[src/rtl/ct_ifu_sfp_table.sv]
// Store-forward prediction table: tagged entries with confidence counters,
// a registered lowest-index lookup and a round-robin allocation pointer.
//
// Ports:
//   forever_cpuclk, cpurst          clock, synchronous active-high reset
//   cp0_ifu_nsfe, sfp_vl_pred_en    either enables table writes
//   rtu_ifu_chgflw_vld              qualifies the miss-hysteresis rule
//   flush                           clears every counter
//   upd_*                           entry write / counter update request
//   lkp_vld, lkp_hi_pc, lkp_sf_pc   lookup request
//   lkp_hit .. lkp_strong           lookup result, one cycle later
//   alloc_idx                       round-robin victim pointer
//
// Optional feature macro: SFP_MISS_HYST_EN
//   When defined, each entry keeps a miss_state bit. A miss op on an entry
//   with miss_state set, under a change of flow, raises confidence instead
//   of lowering it.
module ct_ifu_sfp_table #(
    parameter int IDX_W   = 3,
    parameter int HI_PC_W = 8,
    parameter int SF_PC_W = 12,
    parameter int CNT_W   = 2
) (
    input  logic               forever_cpuclk,
    input  logic               cpurst,
    input  logic               cp0_ifu_nsfe,
    input  logic               sfp_vl_pred_en,
    input  logic               rtu_ifu_chgflw_vld,
    input  logic               flush,
    input  logic               upd_vld,
    input  logic [IDX_W-1:0]   upd_idx,
    input  logic               upd_sf_pc_updt,
    input  logic               upd_bar_pc_updt,
    input  logic               upd_cnt_updt,
    input  logic [3:0]         upd_op,
    input  logic               upd_type,
    input  logic               upd_miss,
    input  logic [HI_PC_W-1:0] upd_hi_pc,
    input  logic [SF_PC_W-1:0] upd_pc,
    input  logic               lkp_vld,
    input  logic [HI_PC_W-1:0] lkp_hi_pc,
    input  logic [SF_PC_W-1:0] lkp_sf_pc,
    output logic               lkp_hit,
    output logic [IDX_W-1:0]   lkp_hit_idx,
    output logic [SF_PC_W-1:0] lkp_bar_pc,
    output logic               lkp_type,
    output logic               lkp_strong,
    output logic [IDX_W-1:0]   alloc_idx
);

    localparam int ENTRY_NUM = 1 << IDX_W;
    localparam logic [CNT_W-1:0] CNT_MAX = '1;
    localparam logic [CNT_W-1:0] CNT_ONE = CNT_W'(1);

    logic [HI_PC_W-1:0] r_hi_pc  [ENTRY_NUM];
    logic [SF_PC_W-1:0] r_sf_pc  [ENTRY_NUM];
    logic [SF_PC_W-1:0] r_bar_pc [ENTRY_NUM];
    logic               r_type   [ENTRY_NUM];
    logic [CNT_W-1:0]   r_cnt    [ENTRY_NUM];
`ifdef SFP_MISS_HYST_EN
    logic               r_miss   [ENTRY_NUM];
`endif

    logic [IDX_W-1:0]   r_alloc_idx;
    logic               r_lkp_hit;
    logic [IDX_W-1:0]   r_lkp_hit_idx;
    logic [SF_PC_W-1:0] r_lkp_bar_pc;
    logic               r_lkp_type;
    logic               r_lkp_strong;

    logic               w_upd_en;
    logic               w_alloc_adv;
    logic [CNT_W-1:0]   w_cnt_cur;
    logic [CNT_W-1:0]   w_cnt_inc;
    logic [CNT_W-1:0]   w_cnt_dec;
    logic [CNT_W-1:0]   w_cnt_nxt;
    logic               w_miss_up;
    logic               w_hit;
    logic [IDX_W-1:0]   w_hit_idx;

`ifndef SFP_MISS_HYST_EN
    // Only the hysteresis build consumes these two inputs.
    logic w_unused;
    assign w_unused = upd_miss ^ rtu_ifu_chgflw_vld;
`endif

    assign w_upd_en    = upd_vld && (cp0_ifu_nsfe || sfp_vl_pred_en);
    assign w_alloc_adv = w_upd_en && upd_cnt_updt &&
                         (upd_op == 4'b0010) && (upd_idx == r_alloc_idx);

    // Next counter value for the entry being updated.
    always_comb begin
        w_cnt_cur = r_cnt[upd_idx];
        w_cnt_inc = (w_cnt_cur == CNT_MAX) ? CNT_MAX : w_cnt_cur + CNT_ONE;
        w_cnt_dec = (w_cnt_cur == '0) ? '0 : w_cnt_cur - CNT_ONE;
`ifdef SFP_MISS_HYST_EN
        w_miss_up = r_miss[upd_idx] && rtu_ifu_chgflw_vld;
`else
        w_miss_up = 1'b0;
`endif
        case (upd_op)
            4'b1000: w_cnt_nxt = '0;
            // A typed entry that hits at its first level is retired.
            4'b0100: w_cnt_nxt = (r_type[upd_idx] && w_cnt_cur == CNT_ONE)
                                 ? '0 : w_cnt_inc;
            4'b0010: w_cnt_nxt = CNT_ONE;
            4'b0001: w_cnt_nxt = w_miss_up ? w_cnt_inc : w_cnt_dec;
            default: w_cnt_nxt = '0;
        endcase
    end

    // Scan downwards so the lowest matching index is the one left standing.
    always_comb begin
        w_hit     = 1'b0;
        w_hit_idx = '0;
        for (int i = ENTRY_NUM - 1; i >= 0; i--) begin
            if (lkp_vld && (r_cnt[i] != '0) &&
                (r_hi_pc[i] == lkp_hi_pc) && (r_sf_pc[i] == lkp_sf_pc)) begin
                w_hit     = 1'b1;
                w_hit_idx = IDX_W'(i);
            end
        end
    end

    always_ff @(posedge forever_cpuclk) begin
        if (cpurst) begin
            for (int i = 0; i < ENTRY_NUM; i++) begin
                r_hi_pc[i]  <= '0;
                r_sf_pc[i]  <= '0;
                r_bar_pc[i] <= '0;
                r_type[i]   <= 1'b0;
                r_cnt[i]    <= '0;
`ifdef SFP_MISS_HYST_EN
                r_miss[i]   <= 1'b0;
`endif
            end
        end else begin
            if (w_upd_en && upd_sf_pc_updt) begin
                r_hi_pc[upd_idx] <= upd_hi_pc;
                r_sf_pc[upd_idx] <= upd_pc;
                r_type[upd_idx]  <= upd_type;
`ifdef SFP_MISS_HYST_EN
                r_miss[upd_idx]  <= upd_type && upd_miss;
`endif
            end
            if (w_upd_en && upd_bar_pc_updt) begin
                r_bar_pc[upd_idx] <= upd_pc;
            end
            // Flush wins over a counter update but not over tag writes.
            if (flush) begin
                for (int i = 0; i < ENTRY_NUM; i++) begin
                    r_cnt[i] <= '0;
                end
            end else if (w_upd_en && upd_cnt_updt) begin
                r_cnt[upd_idx] <= w_cnt_nxt;
            end
        end
    end

    always_ff @(posedge forever_cpuclk) begin
        if (cpurst) begin
            r_alloc_idx <= '0;
        end else if (w_alloc_adv) begin
            r_alloc_idx <= r_alloc_idx + IDX_W'(1);
        end
    end

    always_ff @(posedge forever_cpuclk) begin
        if (cpurst) begin
            r_lkp_hit     <= 1'b0;
            r_lkp_hit_idx <= '0;
            r_lkp_bar_pc  <= '0;
            r_lkp_type    <= 1'b0;
            r_lkp_strong  <= 1'b0;
        end else if (w_hit) begin
            r_lkp_hit     <= 1'b1;
            r_lkp_hit_idx <= w_hit_idx;
            r_lkp_bar_pc  <= r_bar_pc[w_hit_idx];
            r_lkp_type    <= r_type[w_hit_idx];
            r_lkp_strong  <= (r_cnt[w_hit_idx] == CNT_MAX);
        end else begin
            r_lkp_hit     <= 1'b0;
            r_lkp_hit_idx <= '0;
            r_lkp_bar_pc  <= '0;
            r_lkp_type    <= 1'b0;
            r_lkp_strong  <= 1'b0;
        end
    end

    assign lkp_hit     = r_lkp_hit;
    assign lkp_hit_idx = r_lkp_hit_idx;
    assign lkp_bar_pc  = r_lkp_bar_pc;
    assign lkp_type    = r_lkp_type;
    assign lkp_strong  = r_lkp_strong;
    assign alloc_idx   = r_alloc_idx;

endmodule
[config.mk]
export PLATFORM = sky130hd
export DESIGN_NAME = ct_ifu_sfp_table
export DESIGN_NICKNAME = d
export VERILOG_FILES = /design/src/rtl/ct_ifu_sfp_table.sv
export SDC_FILE = /design/constraint.sdc
export NUM_CORES = 1
export LEC_CHECK = 0
export ABC_AREA = 1
export BUFFER_PORTS_ARGS = -buffer_cell sky130_fd_sc_hd__buf_2
export CORE_MARGIN = 10
export CORE_UTILIZATION = 55
export CTS_BUF_LIST = sky130_fd_sc_hd__clkbuf_16
export DETAILED_ROUTE_END_ITERATION = 8
export PLACE_DENSITY = 0.79
export SYNTH_ARGS = -nofsm -noshare
export SYNTH_HDL_FRONTEND = slang
export SYNTH_SLANG_ARGS = --single-unit
export TNS_END_PERCENT = 30
[constraint.sdc]
create_clock -name forever_cpuclk -period 2.1 [get_ports forever_cpuclk]
set_input_delay 0.315 -clock forever_cpuclk [delete_from_list [all_inputs] [get_ports forever_cpuclk]]
set_output_delay 0.315 -clock forever_cpuclk [all_outputs]
set_load 0.02 [all_outputs]
After elaboration in Yosys (flattened, before gate mapping)
Memories as Yosys holds them, arrays and structs flattened. A register that Yosys moved wholly into a read port is not among the register bits.
Index checks and enable logic that the tools add are counted.
{"block": "op_classes", "add_sub_neg": 3, "n_mul": 0, "div": 0, "n_lt_le_gt_ge": 0, "n_eq_ne": 23, "shift": 0, "n_mux": 59, "bitwise_logic": 9, "n_reduce_logical": 47}
{"op": "== test 12 bit", "n": 8}
{"op": "== test 8 bit", "n": 8}
{"op": "two-way mux 3 bit", "n": 13}
{"op": "logical AND 1 bit", "n": 31}
{"op": "two-way mux 1 bit", "n": 30}
{"op": "two-way mux 12 bit", "n": 2}
{"op": "two-way mux 2 bit", "n": 12}
{"op": "OR reduction 12 bit", "n": 2}
{"op": "nonzero test 2 bit", "n": 8}
{"op": "two-way mux 8 bit", "n": 1}
{"op": "OR 1 bit", "n": 8}
{"op": "OR reduction 8 bit", "n": 1}
{"op": "case mux 2 bit (3 select lines)", "n": 1}
{"op": "== test 2 bit (second input constant)", "n": 2}
{"op": "== test 4 x 1 -> 1 bit (second input constant)", "n": 1}
{"op": "== test 4 x 2 -> 1 bit (second input constant)", "n": 1}
{"op": "== test 4 x 3 -> 1 bit (second input constant)", "n": 1}
{"op": "OR reduction 2 bit", "n": 2}
{"op": "adder 3 x 1 -> 3 bit (second input constant)", "n": 1}
{"op": "== test 3 bit", "n": 1}
{"op": "adder 2 x 1 -> 2 bit (second input constant)", "n": 1}
{"op": "== test 2 x 1 -> 1 bit (second input constant)", "n": 1}
{"op": "zero test 2 bit", "n": 1}
{"op": "subtractor 2 x 1 -> 2 bit (second input constant)", "n": 1}
{"op": "other kinds (3)", "n": 3}
{"block": "word_totals", "register_bits": 8, "latch_bits": 0, "mem_bits_rw": 280, "mem_bits_ro": 0, "in_bits": 60, "mem_count": 5}
{"memory": "r_bar_pc", "depth": 8, "word_bits": 12, "read_ports": 1, "rd_ports_with_merged_regs": 1, "wr": 8, "line": "57", "text": "logic [SF_PC_W-1:0] r_bar_pc [ENTRY_NUM];"}
{"memory": "r_sf_pc", "depth": 8, "word_bits": 12, "read_ports": 8, "rd_ports_with_merged_regs": 0, "wr": 8, "line": "56", "text": "logic [SF_PC_W-1:0] r_sf_pc [ENTRY_NUM];"}
{"memory": "r_hi_pc", "depth": 8, "word_bits": 8, "read_ports": 8, "rd_ports_with_merged_regs": 0, "wr": 8, "line": "55", "text": "logic [HI_PC_W-1:0] r_hi_pc [ENTRY_NUM];"}
{"memory": "r_cnt", "depth": 8, "word_bits": 2, "read_ports": 10, "rd_ports_with_merged_regs": 0, "wr": 8, "line": "59", "text": "logic [CNT_W-1:0] r_cnt [ENTRY_NUM];"}
{"memory": "r_type", "depth": 8, "word_bits": 1, "read_ports": 2, "rd_ports_with_merged_regs": 1, "wr": 8, "line": "58", "text": "logic r_type [ENTRY_NUM];"}

Longest topological paths before layout
Gate-level depths: netlist (run 1).
An unclocked memory read counts as a cell.
{"block": "depth", "ltp_word": 15, "ltp_mapped": 22, "depth_no_buf": 20}

Least setup slack after synthesis (run 1)
OpenSTA, ideal clock, no wires.
{"block": "synth_path", "path_type": "input to register", "from": "input upd_idx[1]", "to": "memory r_hi_pc[6][0] (enable)", "setup_time_ns": 0.378, "arrival_time_ns": 1.793, "setup_slack_ns": -0.071, "path_stages": 6, "path_cell_list": "buf_2 inv_1 nor3_1 nand2_1 clkbuf_1 nand2_1"}
{"element": "start, declared", "line": "31", "text": "input logic [IDX_W-1:0] upd_idx,"}
{"element": "end, declared", "line": "55"}

==> impl_results.md, run 1 <==
- Total power draw: around 14 mW
- Non-filler instance count after layout: 2,612
- Setup Viol. Count Final: 33
- CP Capture Type: flip-flop
- Crit-path slowest cell: edfxtp_1
- Nets@finish: around 2,300
- # Max-Cap Violations: 0
- CP max stage delay: 0.48 ns
- CTS tree: built
- Vias in the first global route: 13,910
- Seq pwr share: 0.499
- Final count of pins violating max slew: 0
- Synth unique cells: 48
- Yosys warnings: 0
- CTS HTree Levels: 1
- Dominant cell type by area after synthesis: edfxtp_1
- Fmax: 0.4154 GHz
- Combinational power share: 0.136
- Largest net degree at the start of global routing: 29
- Ranking of synthesized cells by area: edfxtp_1, nand2_1, nor2_1
- Initial antenna violation count: 0
- Crit-path leading delay family: simple AND/OR/NAND/NOR gates
- Mapped Avg Cell Area: between 8 and 9 um^2
- Synth Instances: approximately 1,900
- Net count after synthesis: a little under 2,000
- Worst-path fanout max: 5
- Post-route antenna net violation count: 0
- Global-route wire length before repair: 83,520 um
- Crit path capture: lkp_bar_pc[6]
- Slew HR: 0.5773
- Final Util: 0.7059
- WP buf/inv: 3
- Worst Path Arrival: 2.89 ns
- PortBufs: 78
- Vias: around 15,000
- Unrepaired setup endpoints after global routing: yes
- Crit share post-route: 1.146
- Max Clock Skew: ~0.020 ns
- Worst min path class: primary input to flip-flop
- Worst-path cell chain: nand2_2 > inv_2 > nor3_2 > nand2_1 > nor2_2 > nand3_2 > nand2_1 > nand2_1 > nand2_1 > nand2_2 > nand2_4 > buf_12 > clkbuf_16 > nand3_1 > nand3_1 > nand2_1 > nand2_1 > nand2_1
- Iter 0 DRT Violations: 2,024
- Fill cell count: around 2,200
- Initial Util: 0.5602
- Reg2reg end: lkp_bar_pc[6]
- Outcome: complete, but fails checks
- Register area share after synthesis: 0.5476
- HPWL Detailed: ~41,000 um
- Reg2Reg Launch Point: r_sf_pc[5][10]
- Critical path type: flip-flop to flip-flop
- Final worst slack: -0.3073 ns
- Die W: ~190 um
- TritonCTS Buffers: 31
- CP startpoint: r_sf_pc[5][10]
- WP data required: between 2 and 3 ns
- Final-report hold violation count: 0
- Final min period: 2.407 ns
- Drt total wl: 56,740 um
- Async S/R FF share, synth: 0
- Critical Path Stages: 18
- Clock power frac: 0.365
- Post-synth EDFFs: 280
- Die ar.: between 30,000 and 40,000 um^2
- Core Region: about 29,000 um^2
- Post-synth top area share: 0.5215
- Max Root-Sink Buffers: 3
- Drt wl/cell: around 22 um
- Crit start category: flip-flop
- Clock-pin slew on the worst setup and hold paths: ~0.06 ns
- Share of layout cells above drive strength 1: 0.2419
- Mapped Area: 16,120 um^2
- CTS root buffer: clkbuf_16
- Peak supply drop: 0.7165 mV
- Dpl cells: 2,545
- Flops & latches, synth: between 300 and 400
- Sw Share: 0.2626
- P_sw: between 3 and 4 mW
- Area grow syn2layout: 26.01%
- Routability cong.: around 1.0
- Pre-CTS setup slack: -0.5236 ns
- Via density: about 5.7
- Commonest non-fill, non-tap cell in the layout: nand2_1
- Slew @ Worst Pin: 0.6317 ns
- Total negative slack: -4.116 ns
- CP most frequent cell: nand2_1
- PwrDens: 691.5 nW/um^2
- Drt first pass iters: 8
- Post-route DRC: 0
- Tot GR Track Use: 0.3043
- Main synth FF type: edfxtp_1
- Die height: between 150 and 200 um
- I/O pin total: 81
- R2r setup slk: -0.31 ns
- Int Pwr: 10.36 mW
- Clock latency on the worst-skew pair: 0.58 ns
- Rows: between 60 and 70
- Failing checks: negative setup slack
- Reg2Reg Depth: 18
- Congestion Overflow GR: 0
- Hold depth: 2
- Most frequent cells in the layout: nand2_1, nor2_1, edfxtp_1
- Clk sinks: approximately 300
- ANT cells: 0
- Static Leakage: between 9 and 10 nW
area by class of cell:
| cell class | count | area [um^2] | share of cell area |
|---|---|---|---|
| flip-flops and latches | 301 | 8828 | 0.4346 |
| repair buffers | 347 | 2814 | 0.1385 |
| clock buffers | 31 | 775.7 | 0.03818 |
| inverters | 253 | 954.7 | 0.04699 |
| multi-input cells | 1272 | 6325 | 0.3113 |
| clock inverters | 24 | 137.6 | 0.006775 |
| well taps | 384 | 480.5 | 0.02365 |
how the worst min path moves through the flow:
stage | startpoint | end | slack, ns
2_1_floorplan | r_bar_pc[2][0] | lkp_bar_pc[0] | 0.59
3_3_place_gp | alloc_idx[1] | alloc_idx[1] | 0.53
3_5_place_dp | alloc_idx[1] | alloc_idx[1] | 0.55
4_1_cts | cpurst | alloc_idx[0] | 0.08
5_1_grt | cpurst | alloc_idx[0] | 0.10
6_report | cpurst | alloc_idx[0] | 0.09
per-stage QoR:
| stage | hold WS (ns) | area (um^2) |
|---|---|---|
| 4_1_cts | 0.07550 | 20000 |
| 3_3_place_gp | 0.5259 | 18770 |
| 6_report | 0.08585 | 20320 |
| 5_1_grt | 0.1034 | 20320 |
| 3_5_place_dp | 0.5533 | 18770 |
| 2_1_floorplan | 0.5870 | 16130 |
per-layer routing:
layer	part of all wire	global-route usage	wire, um	vias up
li1	-	-	-	6702
met1	0.39	0.4228	22120	6944
met2	0.43	0.4502	24240	1033
met3	0.15	0.08455	8277	147
met4	0.037	0.1040	2103	0
met5	0	0	0	-
state kept, by name (all words and copies together), names as in the netlist, 3 cells and up:
| name | count |
|---|---|
| r_bar_pc | 96 |
| r_sf_pc | 96 |
| r_hi_pc | 64 |
| r_cnt | 16 |
| lkp_bar_pc | 12 |
| r_type | 8 |
| alloc_idx | 3 |
| lkp_hit_idx | 3 |
repair_timing:
| item | in CTS | in global routing |
|---|---|---|
| endpoints found under the setup margin | 33 | 34 |
| setup buffers | 5 | 2 |
| gates resized for setup | 42 | 56 |
| gates cloned | 2 | 3 |
| hold endpoints to repair | 0 | 0 |
| hold buffers | 0 | 0 |
| pin swaps | 18 | 42 |
power groups by stage:
stage,sequential (mW),clock [mW],combinational [mW]
final,7.01,5.13,1.91
after global routing,7.04,5.35,2.04
after CTS,7.00,5.11,1.82
after detailed placement,7.12,0,1.78
after global placement,7.11,0,1.77
after floorplan,7.07,0,0.889
synth_stat cells, types with 4 or more instances:
cell type,number
inv_1,235
nor2_1,416
nor3_1,32
o22ai_1,4
xnor2_1,39
buf_4,21
nor4_1,11
nand3_2,13
nand3_1,147
nand4_1,31
buf_2,17
edfxtp_1,280
clkbuf_1,39
a221oi_1,4
o21ai_0,16
or2_1,10
or2_2,18
inv_2,15
nand2_2,5
nand2_1,438
o21ai_1,5
nand3b_1,16
xor2_1,35
buf_6,4
dfxtp_1,21
kinds of logic after synthesis:
group,Yosys count,share of synthesized area
AND/OR/NAND/NOR,1155,0.3092
buffers and inverters,334,0.08615
adder cells (fa/ha/maj),1,0.0007760
AO/OA/AOI/OAI,42,0.01606
flip-flops,301,0.5476
XOR/XNOR,74,0.04020
(Power assumes the default switching activity.)
==> run 2: changes to the inputs <==
CELL_PAD_IN_SITES_DETAIL_PLACEMENT = 0   (was default)
CELL_PAD_IN_SITES_GLOBAL_PLACEMENT = 1   (was default)
CORE_UTILIZATION = 43   (was 55)
PLACE_DENSITY = 0.8   (was 0.79)
RECOVER_POWER = 50   (was default)
==> run 2 against run 1 <==
The flow still finishes with violations (negative setup slack). Die area is 25% higher. Global-route usage fell by 4.1 points. Fmax is 1.2% lower. Sequential power about the same. Worst setup slack worse by 0.030 ns. Final cell count rose by 5.6%. Sequential share of layout area fell by 2.0 points. Hold slack improved by 0.062 ns. Largest cell class unchanged.
==> impl_results.md, run 2 (synthesized netlist as in run 1, its figures left out) <==
- Crit start category: flip-flop
- Tot GR Track Use: 0.2631
- PortBufs: just under 80
- Met2 Use GR: 0.3750
- Iter 0 DRT Violations: between 1,500 and 2,000
- Final worst slack: -0.3371 ns
- Nets@finish: 2,325
- Outcome: complete, but fails checks
- HPWL Detailed: 43,080 um
- Vias in the first global route: about 14,000
- Max Clock Skew: between 0.015 and 0.02 ns
- Rows: 70
- Drt wl/cell: 22.25 um
- WP data required: 2.51 ns
- Commonest non-fill, non-tap cell in the layout: nor2_1
- Initial Util: 0.4383
- Final min period: 2.437 ns
- Reg2Reg Depth: 15
- Clock-pin slew on the worst setup and hold paths: around 0.060 ns
- Initial antenna violation count: 0
- Met3 usage: 0.05826
- Global-route wire length before repair: about 90,000 um
- Fmax: slightly above 0.4 GHz
- Int Pwr: about 11 mW
- Die W: ~210 um
- Crit share post-route: 1.161
- Final-report hold violation count: 0
- Final count of pins violating max slew: 0
- Most frequent cells in the layout: nor2_1, nand2_1, edfxtp_1
- TritonCTS Buffers: 37
- Post-route DRC: 0
- Drt first pass iters: 6
- Slew HR: 0.4771
- Seq pwr share: 0.461
- Failing checks: negative setup slack
- CTS HTree Levels: 2
- Via density: roughly 5.3
- CTS tree: built
- Unrepaired setup endpoints after global routing: yes
- Drt total wl: roughly 61,000 um
- Post-route antenna net violation count: 0
- CTS root buffer: clkbuf_16
- Worst-path fanout max: 7
- # Max-Cap Violations: 0
- PwrDens: around 710 nW/um^2
- Largest net degree at the start of global routing: 40
- GR peak layer: met1
- Hold depth: 2
- Critical path type: flip-flop to flip-flop
- Total power draw: 15.20 mW
- Clock latency on the worst-skew pair: 0.53 ns
- Met1 usage: 0.3975
- Congestion Overflow GR: 0
- Combinational power share: 0.137
- Static Leakage: approximately 9.6 nW
- Sw Share: 0.2609
- P_sw: 3.965 mW
- Max Root-Sink Buffers: 3
- Core Region: about 37,000 um^2
- Slew @ Worst Pin: just under 0.8 ns
- Top Registers: r_bar_pc: 96 flops, r_sf_pc: 96 flops, r_hi_pc: 64 flops
- Clock power frac: 0.401
- Hold bufs inserted after CTS: 0
- Setup Viol. Count Final: 18
- Total negative slack: -4.619 ns
- Worst min path class: primary input to flip-flop
- Routability cong.: between 1 and 1.5
- I/O pin total: just over 80
- Vias: about 15,000
- Area grow syn2layout: 32.11%
- Clk sinks: 301
- Die height: 213.6 um
- Peak supply drop: about 0.51 mV
- CP Capture Type: flip-flop
- Share of layout cells above drive strength 1: 0.2681
- Worst Path Arrival: 2.85 ns
- Die ar.: approximately 46,000 um^2
## run 2: cell types whose count changed in the layout (fill, tap and decap cells not counted), sizes merged
cell | previous run | this run
diode | 0 | 1
inv | 261 | 259
nand2 | 446 | 447
buf | 344 | 354
clkbuf | 34 | 81
bufinv | 1 | 3
clkinvlp | 1 | 0
clkinv | 14 | 19
## run 2: worst paths after layout
path	startpoint	end	slack [ns]
setup / recovery	r_hi_pc[2][0]	lkp_bar_pc[7]	-0.34
hold / removal	cpurst	alloc_idx[0]	0.15
setup reg to reg	r_hi_pc[2][0]	lkp_bar_pc[7]	-0.34
hold reg to reg	alloc_idx[1]	alloc_idx[1]	0.55
## run 2: worst max-delay path, cell delays in order (launching register included)
cell       delay [ns]
edfxtp_1         0.41
xnor2_2          0.21
buf_4            0.16
nand3_4          0.06
nor4_4           0.27
buf_4            0.18
nand3_4          0.10
nand2_2          0.12
nand2_4          0.10
nand2_8          0.18
clkbuf_16        0.20
nand2_1          0.05
nand3_1          0.09
nand2_1          0.07
nand2_1          0.05
nand2_1          0.05
## run 2: timing repair
item	4_1_cts	5_1_grt
cloned	4	6
buffers inserted	6	8
gates resized for setup	48	134
pin swaps	20	52
setup endpoints to repair	18	34
## run 2: cell type report
type                    count  area (um^2)
flip-flops and latches    301         8828
diodes                      1        2.502
multi-input cells        1273         6590
inverters                 253        959.7
clock buffers              37        925.9
clock inverters            28        205.2
fillers                  3325        15490
repair buffers            398         3201
well taps                 468        585.6
## run 2: power groups by stage
stage,Clock [mW],Combinational (mW),Sequential (mW)
6_report,6.10,2.09,7.01
3_3_place_gp,0,1.93,7.11
4_1_cts,6.14,1.97,7.00
5_1_grt,6.34,2.22,7.04
3_5_place_dp,0,1.93,7.12
2_1_floorplan,0,0.889,7.07
## run 2: per-stage QoR
step	utilization	instance area, um^2	hold slack [ns]	instances	worst slack, ns
global placement	0.5209	19160	0.5280	2669	-0.8480
finish	0.5790	21300	0.1477	2759	-0.3371
CTS	0.5622	20680	0.1290	2744	-0.2803
floorplan	-	16130	0.5870	1907	-0.03972
detailed placement	0.5209	19160	0.5425	2669	-0.8344
global route	0.5789	21300	0.1502	2758	-0.4527
## run 2: metal layers
metal,vias up,part of all wire
met2,814,0.42
li1,6831,-
met3,80,0.12
met4,0,0.019
met5,-,0
met1,6932,0.44
==> run 3: changes to the inputs <==
CORE_UTILIZATION = 51   (was 43)
PLACE_DENSITY = 0.89   (was 0.8)
clock period = 3 ns   (was 2.1 ns; I/O delays follow)
==> run 3 against run 2 <==
The run now ends clean. Final cell count is 11% lower. Non-clock buffer count is 239 lower. Clock power is 30% lower. Worst setup slack better by 0.89 ns. Clock-buffer cell count is 3 lower. Fmax is 0.45% lower. Flip-flop and latch count stayed put. Via count is 8.2% lower. Highest routed layer unchanged.
==> impl_results.md, run 3 (synthesized netlist as in run 1, its figures left out) <==
- Worst min path class: primary input to flip-flop
- Tot GR Track Use: 0.2628
- Routability cong.: approximately 1
- Critical path type: flip-flop to flip-flop
- Congestion Overflow GR: 0
- Drt first pass iters: 6
- Number of setup buffers added after CTS: 0
- Hold Slack: approximately 0.28 ns
- Nets@finish: approximately 2,100
- Initial Util: 0.5136
- Slew @ Worst Pin: 1.236 ns
- Vias: around 13,000
- Final worst slack: roughly 0.55 ns
- CTS root buffer: clkbuf_16
- Core Region: 31,390 um^2
- Largest net degree at the start of global routing: 40
- Slew HR: 0.1758
- CTS resizes: 0
- Setup Viol. Count Final: 0
- Reg2Reg Launch Point: r_cnt[6][1]
- Drt wl/cell: 21.05 um
- Top Registers: r_bar_pc: 96 flops, r_sf_pc: 96 flops, r_hi_pc: 64 flops
- Final min period: approximately 2.4 ns
- PortBufs: 78
- WP data required: between 3 and 4 ns
- CP most frequent cell: nand2_1
- Final Util: 0.5850
- Outcome: completed
- CP Capture Type: flip-flop
- Clk sinks: 301
- Worst Path Arrival: around 2.9 ns
- Most frequent cells in the layout: nand2_1, nor2_1, edfxtp_1
- Worst-path fanout max: 23
- Die ar.: just under 40,000 um^2
- I/O pin total: 81
- Clock latency on the worst-skew pair: between 0.5 and 0.6 ns
- HPWL Detailed: about 36,000 um
- Post-route antenna net violation count: 0
- Via density: between 5 and 6
- CP max stage delay: approximately 0.57 ns
- CTS tree: built
- PwrDens: 553.3 nW/um^2
- Drt total wl: 51,550 um
- Hold bufs inserted after CTS: 0
- Worst-path cell chain: o21ai_0 > nor2_1 > nand2_1 > nor2_1 > nand3_1 > nand2_1 > nand2_1 > nand2_1 > nand2_1 > nand2_1 > nand2_2 > nand2_2 > buf_12 > nand2_1 > nand3_1 > nand2_1 > nand2_1 > nand2_1
- CP startpoint: r_cnt[6][1]
- Crit start category: flip-flop
- Crit-path slowest cell: edfxtp_1
- Die height: a little under 200 um
- Global-route wire length before repair: between 70,000 and 80,000 um
- WP buf/inv: 1
- Peak supply drop: roughly 0.5 mV
- Share of layout cells above drive strength 1: 0.1144
- Static Leakage: between 8 and 9 nW
- # Max-Cap Violations: 0
- Crit share post-route: 0.8161
- Unrepaired setup endpoints after global routing: no
- Total negative slack: 0 ns
- TritonCTS Buffers: 34
- Fmax: slightly above 0.4 GHz
- Final-report hold violation count: 0
- Critical hold path startpoint: cpurst
- Pre-CTS setup slack: about 0.13 ns
- CTS HTree Levels: 2
- Iter 0 DRT Violations: 1,802
- Max Clock Skew: roughly 0.022 ns
- Max Root-Sink Buffers: 3
- Initial antenna violation count: 2
- Die W: about 200 um
- Total power draw: a little over 10 mW
- Vias in the first global route: 12,620
- Area grow syn2layout: 13.91%
- Crit-path leading delay family: simple AND/OR/NAND/NOR gates
- Commonest non-fill, non-tap cell in the layout: nand2_1
- Clock-pin slew on the worst setup and hold paths: 0.06 ns
- Final count of pins violating max slew: 0
- Post-route DRC: 0
- Rows: between 60 and 70
-- run 3: path summary, 6_finish.rpt --
check | slack [ns] | cells past startpoint | end
max | 0.55 | 18 | lkp_bar_pc[6]
min | 0.28 | 2 | alloc_idx[2]
max reg2reg | 0.55 | 18 | lkp_bar_pc[6]
min reg2reg | 0.56 | 2 | alloc_idx[1]
-- run 3: power breakdown --
group	switching, mW	internal, mW	leakage, nW
Clock	1.73	2.51	0.553
Sequential	0.106	4.80	2.86
Combinational	0.707	0.311	4.72
-- run 3: area by class of cell --
type | count | area, um^2
Multi-Input combinational cell | 1272 | 5904
Sequential cell | 301 | 8828
Clock inverter | 27 | 274.0
Clock buffer | 34 | 850.8
Inverter | 253 | 954.7
Timing Repair Buffer | 159 | 1046
Fill cell | 2778 | 13030
Antenna cell | 1 | 2.502
Tap cell | 402 | 503.0
-- run 3: layer usage --
| layer | global-route usage | vias to the layer above | routed length (um) |
|---|---|---|---|
| met4 | 0.09368 | 0 | 1717 |
| met5 | 0 | - | 0 |
| li1 | - | 6328 | - |
| met3 | 0.05194 | 102 | 5831 |
| met1 | 0.3685 | 6269 | 21480 |
| met2 | 0.3970 | 755 | 22520 |
-- run 3: per-stage QoR --
step           area, um^2  std cells
6_report            18360       2449
5_1_grt             18360       2449
4_1_cts             18450       2448
3_5_place_dp        17330       2387
3_3_place_gp        17330       2387
2_1_floorplan       16120       1907
-- run 3: worst reg2reg max path: cells and delay by family, from the launching register on --
kind / cells / cell delay (ns)
flops: 1 / 0.57
simple gates: 16 / 1.45
compound gates: 1 / 0.17
buf+inv: 1 / 0.18
